<file path="src/rtl/tone_synth_pkg.sv">
// tone_synth_pkg: shared types and helpers for the burst tone generator.
package tone_synth_pkg;

  typedef enum logic [0:0] {
    IDLE = 1'b0,
    RUN  = 1'b1
  } state_t;

  localparam int unsigned SOURCE_WIDTH_DEFAULT = 14;
  localparam int unsigned PHASE_WIDTH_DEFAULT  = 16;

  // Samples per burst: RUNS windows of 2^FFT_DEPTH samples each.
  function automatic int unsigned burst_len(input int unsigned fft_depth,
                                            input int unsigned runs);
    return runs << fft_depth;
  endfunction

  // Largest positive two's complement value of the given width.
  function automatic int sat_max(input int unsigned width);
    return (1 << (width - 1)) - 1;
  endfunction

  // Most negative two's complement value of the given width.
  function automatic int sat_min(input int unsigned width);
    return -(1 << (width - 1));
  endfunction

  localparam int SAT_MAX_DEFAULT = sat_max(SOURCE_WIDTH_DEFAULT);
  localparam int SAT_MIN_DEFAULT = sat_min(SOURCE_WIDTH_DEFAULT);

endpackage

</file>
<file path="src/rtl/tone_synth_if.sv">
// tone_synth_if: control and sample bus of the tone generator.
// Optional cont input present when TONE_SYNTH_CONT_EN is defined.
interface tone_synth_if #(
  parameter int PHASE_WIDTH  = 16,
  parameter int SOURCE_WIDTH = 14
);

  logic                           start;
  logic                           abort;
  logic        [PHASE_WIDTH-1:0]  freq_word;
  logic        [PHASE_WIDTH-1:0]  phase_offset;
`ifdef TONE_SYNTH_CONT_EN
  logic                           cont;
`endif
  logic signed [SOURCE_WIDTH-1:0] source;
  logic                           valid;
  logic                           busy;
  logic                           done;

  // Controller / stimulus side.
  modport master (
    output start, abort, freq_word, phase_offset,
`ifdef TONE_SYNTH_CONT_EN
    output cont,
`endif
    input  source, valid, busy, done
  );

  // Generator side.
  modport slave (
    input  start, abort, freq_word, phase_offset,
`ifdef TONE_SYNTH_CONT_EN
    input  cont,
`endif
    output source, valid, busy, done
  );

endinterface

</file>
<file path="src/rtl/tone_shaper.sv">
// tone_shaper: combinational parabolic sine approximation of the phase.
// Uses the signed top H+1 phase bits p and forms y = 2*p*(2^H - |p|).
module tone_shaper
  import tone_synth_pkg::*;
#(
  parameter int SOURCE_WIDTH = 14,
  parameter int PHASE_WIDTH  = 16
) (
  input  logic        [PHASE_WIDTH-1:0]  phase,
  output logic signed [SOURCE_WIDTH-1:0] sample
);

  localparam int H  = SOURCE_WIDTH / 2;
  localparam int YW = SOURCE_WIDTH + 2;

  localparam logic signed [YW-1:0] YMAX = YW'(sat_max(SOURCE_WIDTH));
  localparam logic signed [YW-1:0] YMIN = YW'(sat_min(SOURCE_WIDTH));

  logic signed [H:0]    p;
  logic        [H:0]    pabs;
  logic        [H:0]    rem;
  logic signed [YW-1:0] pe;
  logic signed [YW-1:0] re;
  logic signed [YW-1:0] y;
  logic signed [YW-1:0] ysat;

  // Low phase bits only add resolution below the shaper's input grain.
  generate
    if (PHASE_WIDTH > H + 1) begin : g_lsbs
      logic unused_lsbs;
      assign unused_lsbs = ^phase[PHASE_WIDTH-H-2:0];
    end
  endgenerate

  // Parabola per half period, then clamp the single overshoot at the peak.
  always_comb begin
    p    = phase[PHASE_WIDTH-1 -: H+1];
    // |-2^H| wraps to 2^H, which is still correct read as unsigned.
    pabs = p[H] ? (H+1)'(-p) : (H+1)'(p);
    rem  = (H+1)'(2 ** H) - pabs;
    pe   = YW'(p);
    re   = $signed(YW'(rem));
    y    = (pe * re) <<< 1;
    ysat = y;
    if (y > YMAX) begin
      ysat = YMAX;
    end else if (y < YMIN) begin
      ysat = YMIN;
    end
    sample = ysat[SOURCE_WIDTH-1:0];
  end

endmodule

</file>
<file path="src/rtl/tone_synth.sv">
// tone_synth: burst DDS tone generator, one sample every CLK_DIV clocks,
// RUNS*2^FFT_DEPTH samples per burst.
// Optional feature macro: TONE_SYNTH_CONT_EN (adds cont for endless bursts).
module tone_synth
  import tone_synth_pkg::*;
#(
  parameter int SOURCE_WIDTH = 14,
  parameter int PHASE_WIDTH  = 16,
  parameter int FFT_DEPTH    = 11,
  parameter int RUNS         = 3,
  parameter int CLK_DIV      = 5
) (
  input  logic         clk,
  input  logic         reset,
  tone_synth_if.slave  bus
);

  localparam int unsigned N     = burst_len(FFT_DEPTH, RUNS);
  localparam int          CNT_W = $clog2(N + 1);
  localparam int          DIV_W = $clog2(CLK_DIV + 1);

  state_t                         state;
  logic        [PHASE_WIDTH-1:0]  acc;
  logic        [PHASE_WIDTH-1:0]  freq;
  logic        [DIV_W-1:0]        div;
  logic        [CNT_W-1:0]        count;
  logic signed [SOURCE_WIDTH-1:0] source_q;
  logic signed [SOURCE_WIDTH-1:0] shaped;
  logic                           valid_q;
  logic                           busy_q;
  logic                           done_q;
  logic                           tick;
  logic                           last;
  logic                           keep_running;

  tone_shaper #(
    .SOURCE_WIDTH (SOURCE_WIDTH),
    .PHASE_WIDTH  (PHASE_WIDTH)
  ) u_shaper (
    .phase  (acc),
    .sample (shaped)
  );

  assign tick = (div == DIV_W'(CLK_DIV - 1));
  assign last = (count == CNT_W'(N - 1));

`ifdef TONE_SYNTH_CONT_EN
  assign keep_running = bus.cont;
`else
  assign keep_running = 1'b0;
`endif

  // Burst FSM, sample divider, phase accumulator and registered outputs.
  always_ff @(posedge clk) begin
    valid_q <= 1'b0;
    done_q  <= 1'b0;
    if (reset) begin
      state    <= IDLE;
      acc      <= '0;
      freq     <= '0;
      div      <= '0;
      count    <= '0;
      source_q <= '0;
      busy_q   <= 1'b0;
    end else if (bus.abort) begin
      state    <= IDLE;
      div      <= '0;
      count    <= '0;
      source_q <= '0;
      busy_q   <= 1'b0;
    end else begin
      case (state)
        IDLE: begin
          if (bus.start) begin
            freq   <= bus.freq_word;
            acc    <= bus.phase_offset;
            div    <= '0;
            count  <= '0;
            busy_q <= 1'b1;
            state  <= RUN;
          end
        end
        RUN: begin
          if (tick) begin
            div      <= '0;
            source_q <= shaped;
            valid_q  <= 1'b1;
            acc      <= acc + freq;
            if (last) begin
              count <= '0;
              if (!keep_running) begin
                state  <= IDLE;
                busy_q <= 1'b0;
                done_q <= 1'b1;
              end
            end else begin
              count <= count + 1'b1;
            end
          end else begin
            div <= div + 1'b1;
          end
        end
        default: begin
          state  <= IDLE;
          busy_q <= 1'b0;
        end
      endcase
    end
  end

  assign bus.source = source_q;
  assign bus.valid  = valid_q;
  assign bus.busy   = busy_q;
  assign bus.done   = done_q;

endmodule

</file>
<file path="src/flat_wrapper.sv">
// flat-port wrapper written by rule: the top's interface ports become plain ports
module tone_synth_flat import tone_synth_pkg::*;
#(
  parameter int SOURCE_WIDTH = 14,
  parameter int PHASE_WIDTH  = 16,
  parameter int FFT_DEPTH    = 11,
  parameter int RUNS         = 3,
  parameter int CLK_DIV      = 5
)
  (clk, reset, bus_start, bus_abort, bus_freq_word, bus_phase_offset, bus_source, bus_valid, bus_busy, bus_done);
  tone_synth_if #(.PHASE_WIDTH(PHASE_WIDTH), .SOURCE_WIDTH(SOURCE_WIDTH)) bus_i ();
  input  logic clk;
  input  logic reset;
  input wire logic [$bits(bus_i.start)-1:0] bus_start;
  input wire logic [$bits(bus_i.abort)-1:0] bus_abort;
  input wire logic [$bits(bus_i.freq_word)-1:0] bus_freq_word;
  input wire logic [$bits(bus_i.phase_offset)-1:0] bus_phase_offset;
  output wire logic [$bits(bus_i.source)-1:0] bus_source;
  output wire logic [$bits(bus_i.valid)-1:0] bus_valid;
  output wire logic [$bits(bus_i.busy)-1:0] bus_busy;
  output wire logic [$bits(bus_i.done)-1:0] bus_done;
  assign bus_i.start = bus_start;
  assign bus_i.abort = bus_abort;
  assign bus_i.freq_word = bus_freq_word;
  assign bus_i.phase_offset = bus_phase_offset;
  assign bus_source = bus_i.source;
  assign bus_valid = bus_i.valid;
  assign bus_busy = bus_i.busy;
  assign bus_done = bus_i.done;
  tone_synth #(.SOURCE_WIDTH(SOURCE_WIDTH), .PHASE_WIDTH(PHASE_WIDTH), .FFT_DEPTH(FFT_DEPTH), .RUNS(RUNS), .CLK_DIV(CLK_DIV)) u_core (.clk(clk), .reset(reset), .bus(bus_i));
endmodule
</file>
<file path="config.mk">
export PLATFORM = sky130hd
export DESIGN_NAME = tone_synth_flat
export DESIGN_NICKNAME = d
export VERILOG_FILES = /design/src/rtl/tone_synth_pkg.sv /design/src/rtl/tone_synth_if.sv /design/src/rtl/tone_shaper.sv /design/src/rtl/tone_synth.sv /design/src/flat_wrapper.sv
export SDC_FILE = /design/constraint.sdc
export NUM_CORES = 1
export LEC_CHECK = 0
export CORE_MARGIN = 2
export CORE_UTILIZATION = 60
export DETAILED_ROUTE_END_ITERATION = 7
export DONT_BUFFER_PORTS = 1
export PLACE_DENSITY = 0.76
export SETUP_SLACK_MARGIN = 0.3
export SLEW_MARGIN = 30
export SYNTH_ARGS = -nofsm -noshare
export SYNTH_HDL_FRONTEND = slang
export SYNTH_SLANG_ARGS = --single-unit
</file>
<file path="constraint.sdc">
create_clock -name clk -period 8.6 [get_ports clk]
set_input_delay 1.29 -clock clk [delete_from_list [all_inputs] [get_ports clk]]
set_output_delay 1.29 -clock clk [all_outputs]
set_load 0.005 [all_outputs]
</file>
==> results.ini, run 1 <==
[route]
drc=0
final_antenna_net_count=0
totalWireLength_um=12600
drt_pass1_iterations=5
drt_iter0_markers=192
detail_route.vias_per_cell=5.73
via_count=4794
wl_per_cell_um=15.1

[place]
dp.cells=820
port_buffers=0
gp_congestion=0.874
hpwl_um=9670
post-place-ws_ns=1.34

[timing]
fin_setup_tns_ns=0
tightest_slew_ns=0.877
relSlewSlack_pct=41.4
clock_skew_ns=0.00781
timing.final.ws_setup_ns=1.28
hold_viol_final=0
finalSetupViolCount=0
period_share_pct=85.1
slew_viol_final=0
min_period_ns=7.32
clock.fmax_ghz=0.137
rsz0062_at_grt=false

[clocking]
cts_setup_buffers=0
cts_hold_buffers=0
clock_sinks=66
clk_pin_slew_worst_paths_ns=0.07
clockBufferDepth=2
cts_buffers=9
clk_latency_ns=0.35
h-tree-depth=3
cts_root_buf=clkbuf_8
post_cts_resized=0
cts_tree=yes

[setup_path]
max_stage_delay_ns=0.89
path_class=register to register
crit_family=adder cells
critPathMaxFanout=27
arrival_ns=7.54
required_ns=8.82
cp_cell_sequence=clkinv_1 -> or3_1 -> o22ai_1 -> a21oi_1 -> xnor2_1 -> and2_1 -> fa_1 -> fa_1 -> fa_1 -> inv_1 -> fa_1 -> inv_1 -> ha_1 -> a21oi_1 -> o22ai_1 -> o41ai_1 -> o21ai_0 -> xnor2_1 -> xnor2_2 -> o211ai_2 -> o22ai_1
reg2reg_from=u_core.acc[15]
critPathBufInv=3
cpMaxStageDelayCell=dfxtp_1
crit_start=u_core.acc[15]
cp-end-kind=register
cp-start-kind=register
path_common_cell=fa_1

[floorplan]
die_w_um=103
dieArea_um2=10600
num_rows=36
floorplan.initialDensity_pct=60.7
coreArea_um2=9640
fp.dieH_um=103
ios=53

[grt]
grt_overflow=0
grt_antenna_before_repair=0
grt_pass1_wl_um=21300
grt_usage_pct=25.3
grt_pass1_vias=4604
grt_max_degree=36

[logic_synthesis]
syn_nets=850
ys_types=56
seq_area_frac_synth_pct=22.6
synth_edf_count=0
ys_seq_elements=66
synth-main-ff-cell=dfxtp_1
syn_area_per_cell_um2=8.14
synthArstFlopShare_pct=0
yosysWarningCount=0
netlist_instances=719
synthesis.area_um2=5850

[layout]
instances_no_fill=836
n_antenna_cell=0
synthToLayoutAreaGrowth_pct=4.45
final_nets=829
drive_above_1_share_pct=4.55

[power_and_ir_drop]
p_leak_nw=2.60
total_power_w=0.000940
peakVddDrop_uv=129
power_density_nw_per_um2=154

[status]
outcome=complete, no violations

[run]
timing.max_cap.violations=0

[min_path]
min-delay-start=u_core.freq[5]
hp-class=register to register

==> cell type report <==
type                    count  area [um^2]
clock buffers              11          141
clock inverters             5         77.6
fillers                   872         3530
inverters                  73          274
multi-input cells         546         4120
flip-flops and latches     66         1320
well taps                 133          166
repair buffers              2         15.0
==> flip-flops by register name (all words and copies together) (netlist names) <==
name               flops
u_core.acc            16
u_core.freq           16
u_core.bus.source     14
u_core.count          13
u_core.div             3
u_core.bus.busy        1
u_core.bus.done        1
u_core.bus.valid       1
u_core.state           1
==> final timing paths <==
check / cells after the start / to / slack (ns)
min reg2reg: 2 / u_core.freq[5] / 0.46
max reg2reg: 21 / u_core.bus.source[9] / 1.28
max: 21 / u_core.bus.source[9] / 1.28
min: 2 / u_core.freq[5] / 0.46
==> cells in the final DEF, fill, tap and decap left out, types with 19 or more instances in the layout <==
master    n
xnor2_1  29
nand2_1  74
o21ai_0  19
fa_1     38
nor2_1   67
and2_1   27
inv_1    72
a21oi_1  45
dfxtp_1  66
ha_1     57
==> per-stage QoR <==
step	hold slack, ns	utilization (%)	area, um^2
after floorplan	0.436	-	5850
after global placement	0.442	61.1	5890
after detailed placement	0.449	61.1	5890
after CTS	0.459	63.4	6110
after global routing	0.487	63.4	6110
final	0.459	63.4	6110
==> worst reg2reg max path, delay by kind of cell, from the launching register on <==
kind	cells	cell delay, ns
fa+ha+maj	5	2.34
flops	1	0.89
xor+xnor	3	0.89
compound gates	8	1.79
simple gates	2	0.70
buf+inv	3	0.58
==> synth_stat cells (17+ instances only) <==
cell type	instances	area share, %
nor2b_1	18	1.9
nor3_1	17	1.5
fa_1	38	13
and2_1	27	2.9
nor2_1	69	4.4
xnor2_1	29	4.3
dfxtp_1	66	23
o21ai_0	19	1.6
nand2_1	74	4.7
clkbuf_1	28	1.8
inv_1	72	4.6
a21oi_1	45	3.8
ha_1	57	12
==> metal layers <==
metal / global-route usage [%] / up-vias / share of wire, % / wire (um)
met5: 0 / - / 0 / 0
met4: 10.1 / 0 / 2.6 / 331
met3: 6.44 / 27 / 5.7 / 722
met2: 41.7 / 132 / 49 / 6180
met1: 32.0 / 2279 / 43 / 5380
li1: - / 2356 / - / -
==> power by group <==
group	switching [W]	leakage, nW	internal (W)
clock	0.000122	0.109	0.000170
sequential	0.0000181	0.536	0.000315
combinational	0.000185	1.96	0.000130
==> logic make-up (layout without fill, tap and decap cells) <==
| family | count (synthesis) | after routing | synth area share [%] |
|---|---|---|---|
| other | 1 | 1 | 0.0641 |
| and+or+nand+nor | 261 | 261 | 21.5 |
| buffers and inverters | 107 | 91 | 7.16 |
| DFF | 66 | 66 | 22.6 |
| adders and majority gates | 95 | 95 | 25.2 |
| xor gates and xnor gates | 43 | 43 | 6.56 |
| AOI/OAI and AO/OA | 130 | 130 | 14.2 |
| muxes | 16 | 16 | 2.80 |
Note: power is estimated with default switching activity, not from simulation.
==> inputs of run 2 (changes only) <==
--- a/config.mk
+++ b/config.mk
@@ -6,10 +6,10 @@
 export NUM_CORES = 1
 export LEC_CHECK = 0
 export CORE_MARGIN = 2
-export CORE_UTILIZATION = 60
+export CORE_UTILIZATION = 55
 export DETAILED_ROUTE_END_ITERATION = 7
 export DONT_BUFFER_PORTS = 1
-export PLACE_DENSITY = 0.76
+export PLACE_DENSITY = 0.7
 export SETUP_SLACK_MARGIN = 0.3
 export SLEW_MARGIN = 30
 export SYNTH_ARGS = -nofsm -noshare
==> run 2 against run 1 <==
  * Register-to-register slack got worse by 0.12 ns
  * Sequential share of layout area barely moved
  * Cell count rose by 0.36%
  * Critical endpoint is now u_core.bus.source[8]
  * Total power fell by 1.2%
  * Cell area barely moved
==> results.ini, run 2 (synthesized netlist as in run 1, its figures left out) <==
[route]
detail_route.vias_per_cell=5.63  ; -1.9%
drt_pass1_iterations=5  ; unchanged
wl_per_cell_um=15.3  ; +1.3%
drt_iter0_markers=232  ; +21%
via_count=4722  ; -1.5%
final_antenna_net_count=0  ; unchanged
drc=0  ; unchanged
totalWireLength_um=12800  ; +1.7%

[place]
gp_congestion=0.898  ; +2.7%
dp.cells=824  ; +0.49%
hpwl_um=9790  ; +1.3%
port_buffers=0  ; unchanged

[timing]
slew_viol_final=0  ; unchanged
min_period_ns=7.44  ; +0.121 ns
rsz0062_at_grt=false
finalSetupViolCount=0  ; unchanged
tightest_slew_ns=0.891  ; +0.0133 ns
relSlewSlack_pct=40.5  ; -0.89 points
clock.fmax_ghz=0.134  ; -1.6%
clock_skew_ns=0.0113  ; +0.00345 ns
hold_ws_ns=0.456  ; -0.00272 ns
hold_viol_final=0  ; unchanged
fin_setup_tns_ns=0  ; unchanged
period_share_pct=86.5  ; +1.4 points

[clocking]
cts_root_buf=clkbuf_8
cts_buffers=9  ; unchanged
clk_pin_slew_worst_paths_ns=0.07  ; about the same
clock_sinks=66  ; unchanged
post_cts_resized=0  ; unchanged
h-tree-depth=3  ; unchanged
clockBufferDepth=2  ; unchanged
cts_setup_buffers=0  ; unchanged
cts_tree=yes
cts_hold_buffers=0  ; unchanged
clk_latency_ns=0.36  ; about the same

[setup_path]
cp-start-kind=register
critPathMaxFanout=27  ; unchanged
path_common_cell=fa_1
crit_start=u_core.acc[15]
reg2reg_from=u_core.acc[15]
crit_family=adder cells
arrival_ns=7.66  ; +0.12 ns
max_stage_delay_ns=0.91  ; +0.02 ns
cp-end-kind=register
cpMaxStageDelayCell=dfxtp_1
required_ns=8.82  ; about the same
cp_cell_sequence=clkinv_1 -> or3_1 -> o22ai_1 -> a21oi_1 -> xnor2_1 -> and2_1 -> fa_1 -> fa_1 -> fa_1 -> inv_1 -> fa_1 -> inv_1 -> ha_1 -> a21oi_1 -> o22ai_1 -> o41ai_1 -> o21ai_0 -> xnor2_1 -> xnor2_2 -> o211ai_2 -> o22ai_1
path_class=register to register
critPathBufInv=3  ; unchanged

[power_and_ir_drop]
combinationalPowerShare_pct=34.7  ; +1.2 points
p_seq_share_pct=35.7  ; +0.2 points
clkPwrFrac_pct=29.6  ; -1.5 points
p_leak_nw=2.60  ; about the same
power_density_nw_per_um2=152  ; -1.1%
intPower_w=0.000602  ; -2.1%
sw_frac_of_total_pct=35.2  ; +0.60 points
total_power_w=0.000929  ; -1.2%
peakVddDrop_uv=107  ; -17%
p_sw_w=0.000327  ; +0.55%

[floorplan]
dieArea_um2=11500  ; +8.7%
floorplan.initialDensity_pct=56.7  ; -4.0 points
fp.dieH_um=107  ; +4.3%
coreArea_um2=10300  ; +7.1%
die_w_um=107  ; +4.3%
num_rows=37  ; +2.8%
ios=53  ; unchanged

[layout]
fillers=956  ; +9.6%
instances_no_fill=839  ; +0.36%
drive_above_1_share_pct=4.55  ; unchanged
synthToLayoutAreaGrowth_pct=4.38  ; about the same
seqCellArea_um2=1320  ; unchanged
n_antenna_cell=0  ; unchanged
utilization_pct=59.2  ; -4.2 points
final_common_cell=nand2_1
multi_input_area_um2=4120  ; unchanged
final_nets=830  ; +0.12%
most-common-layout-cells=nand2_1, inv_1, nor2_1

[run]
timing.max_cap.violations=0  ; unchanged

[grt]
grt_max_degree=36  ; unchanged
grt_antenna_before_repair=0  ; unchanged
grt_overflow=0  ; unchanged
grt_pass1_wl_um=22000  ; +3.7%
grt_usage_pct=23.9  ; -1.5 points
grt_pass1_vias=4695  ; +2.0%

[status]
outcome=complete, no violations

[min_path]
min-delay-start=u_core.freq[3]
hp-class=register to register

## run 2: changes by cell type in the layout (fill, tap and decap cells not counted)
cell,before,now
buf_4,2,3
bufinv_16,2,1
clkbuf_8,10,12
clkinvlp_4,1,0
clkinv_2,2,1
## run 2: area by class of cell
| type | instances | share of cell area, % |
|---|---|---|
| Sequential cell | 66 | 21.6 |
| Tap cell | 136 | 2.79 |
| Clock buffer | 13 | 2.76 |
| Multi-Input combinational cell | 546 | 67.4 |
| Inverter | 73 | 4.48 |
| Clock inverter | 2 | 0.573 |
| Timing Repair Buffer | 3 | 0.369 |
## run 2: metrics by stage
stage / setup slack [ns] / area, um^2
finish: 1.16 / 6110
global route: 0.546 / 6110
CTS: 1.25 / 6110
floorplan: 2.12 / 5850
detailed placement: 1.25 / 5910
global placement: 1.60 / 5900
## run 2: per-layer routing
| layer | up-vias | track usage (%) | routed length [um] |
|---|---|---|---|
| met2 | 104 | 38.7 | 6020 |
| li1 | 2363 | - | - |
| met4 | 0 | 8.35 | 185 |
| met5 | - | 0 | 0 |
| met1 | 2242 | 32.3 | 6000 |
| met3 | 13 | 3.83 | 617 |
## run 2: worst register-to-register path, delay by kind of cell (launching register included)
kind                       cells  cell delay [ns]
buffers and inverters          3             0.60
xor gates and xnor gates       3             0.91
and+or+nand+nor                2             0.69
AOI/OAI and AO/OA              8             1.85
adders and majority gates      5             2.34
DFF                            1             0.91
## run 2: path summary, 6_finish.rpt
check / slack, ns / cells past startpoint / end
setup reg to reg: 1.16 / 21 / u_core.bus.source[8]
setup / recovery: 1.16 / 21 / u_core.bus.source[8]
hold / removal: 0.46 / 2 / u_core.freq[3]
hold reg to reg: 0.46 / 2 / u_core.freq[3]
## run 2: power groups by stage
stage	logic, W	clock network, W	registers (W)
2_1_floorplan	0.000266	0	0.000327
3_3_place_gp	0.000312	0	0.000338
3_5_place_dp	0.000321	0	0.000338
4_1_cts	0.000325	0.000280	0.000331
5_1_grt	0.000367	0.000293	0.000333
6_report	0.000322	0.000275	0.000332
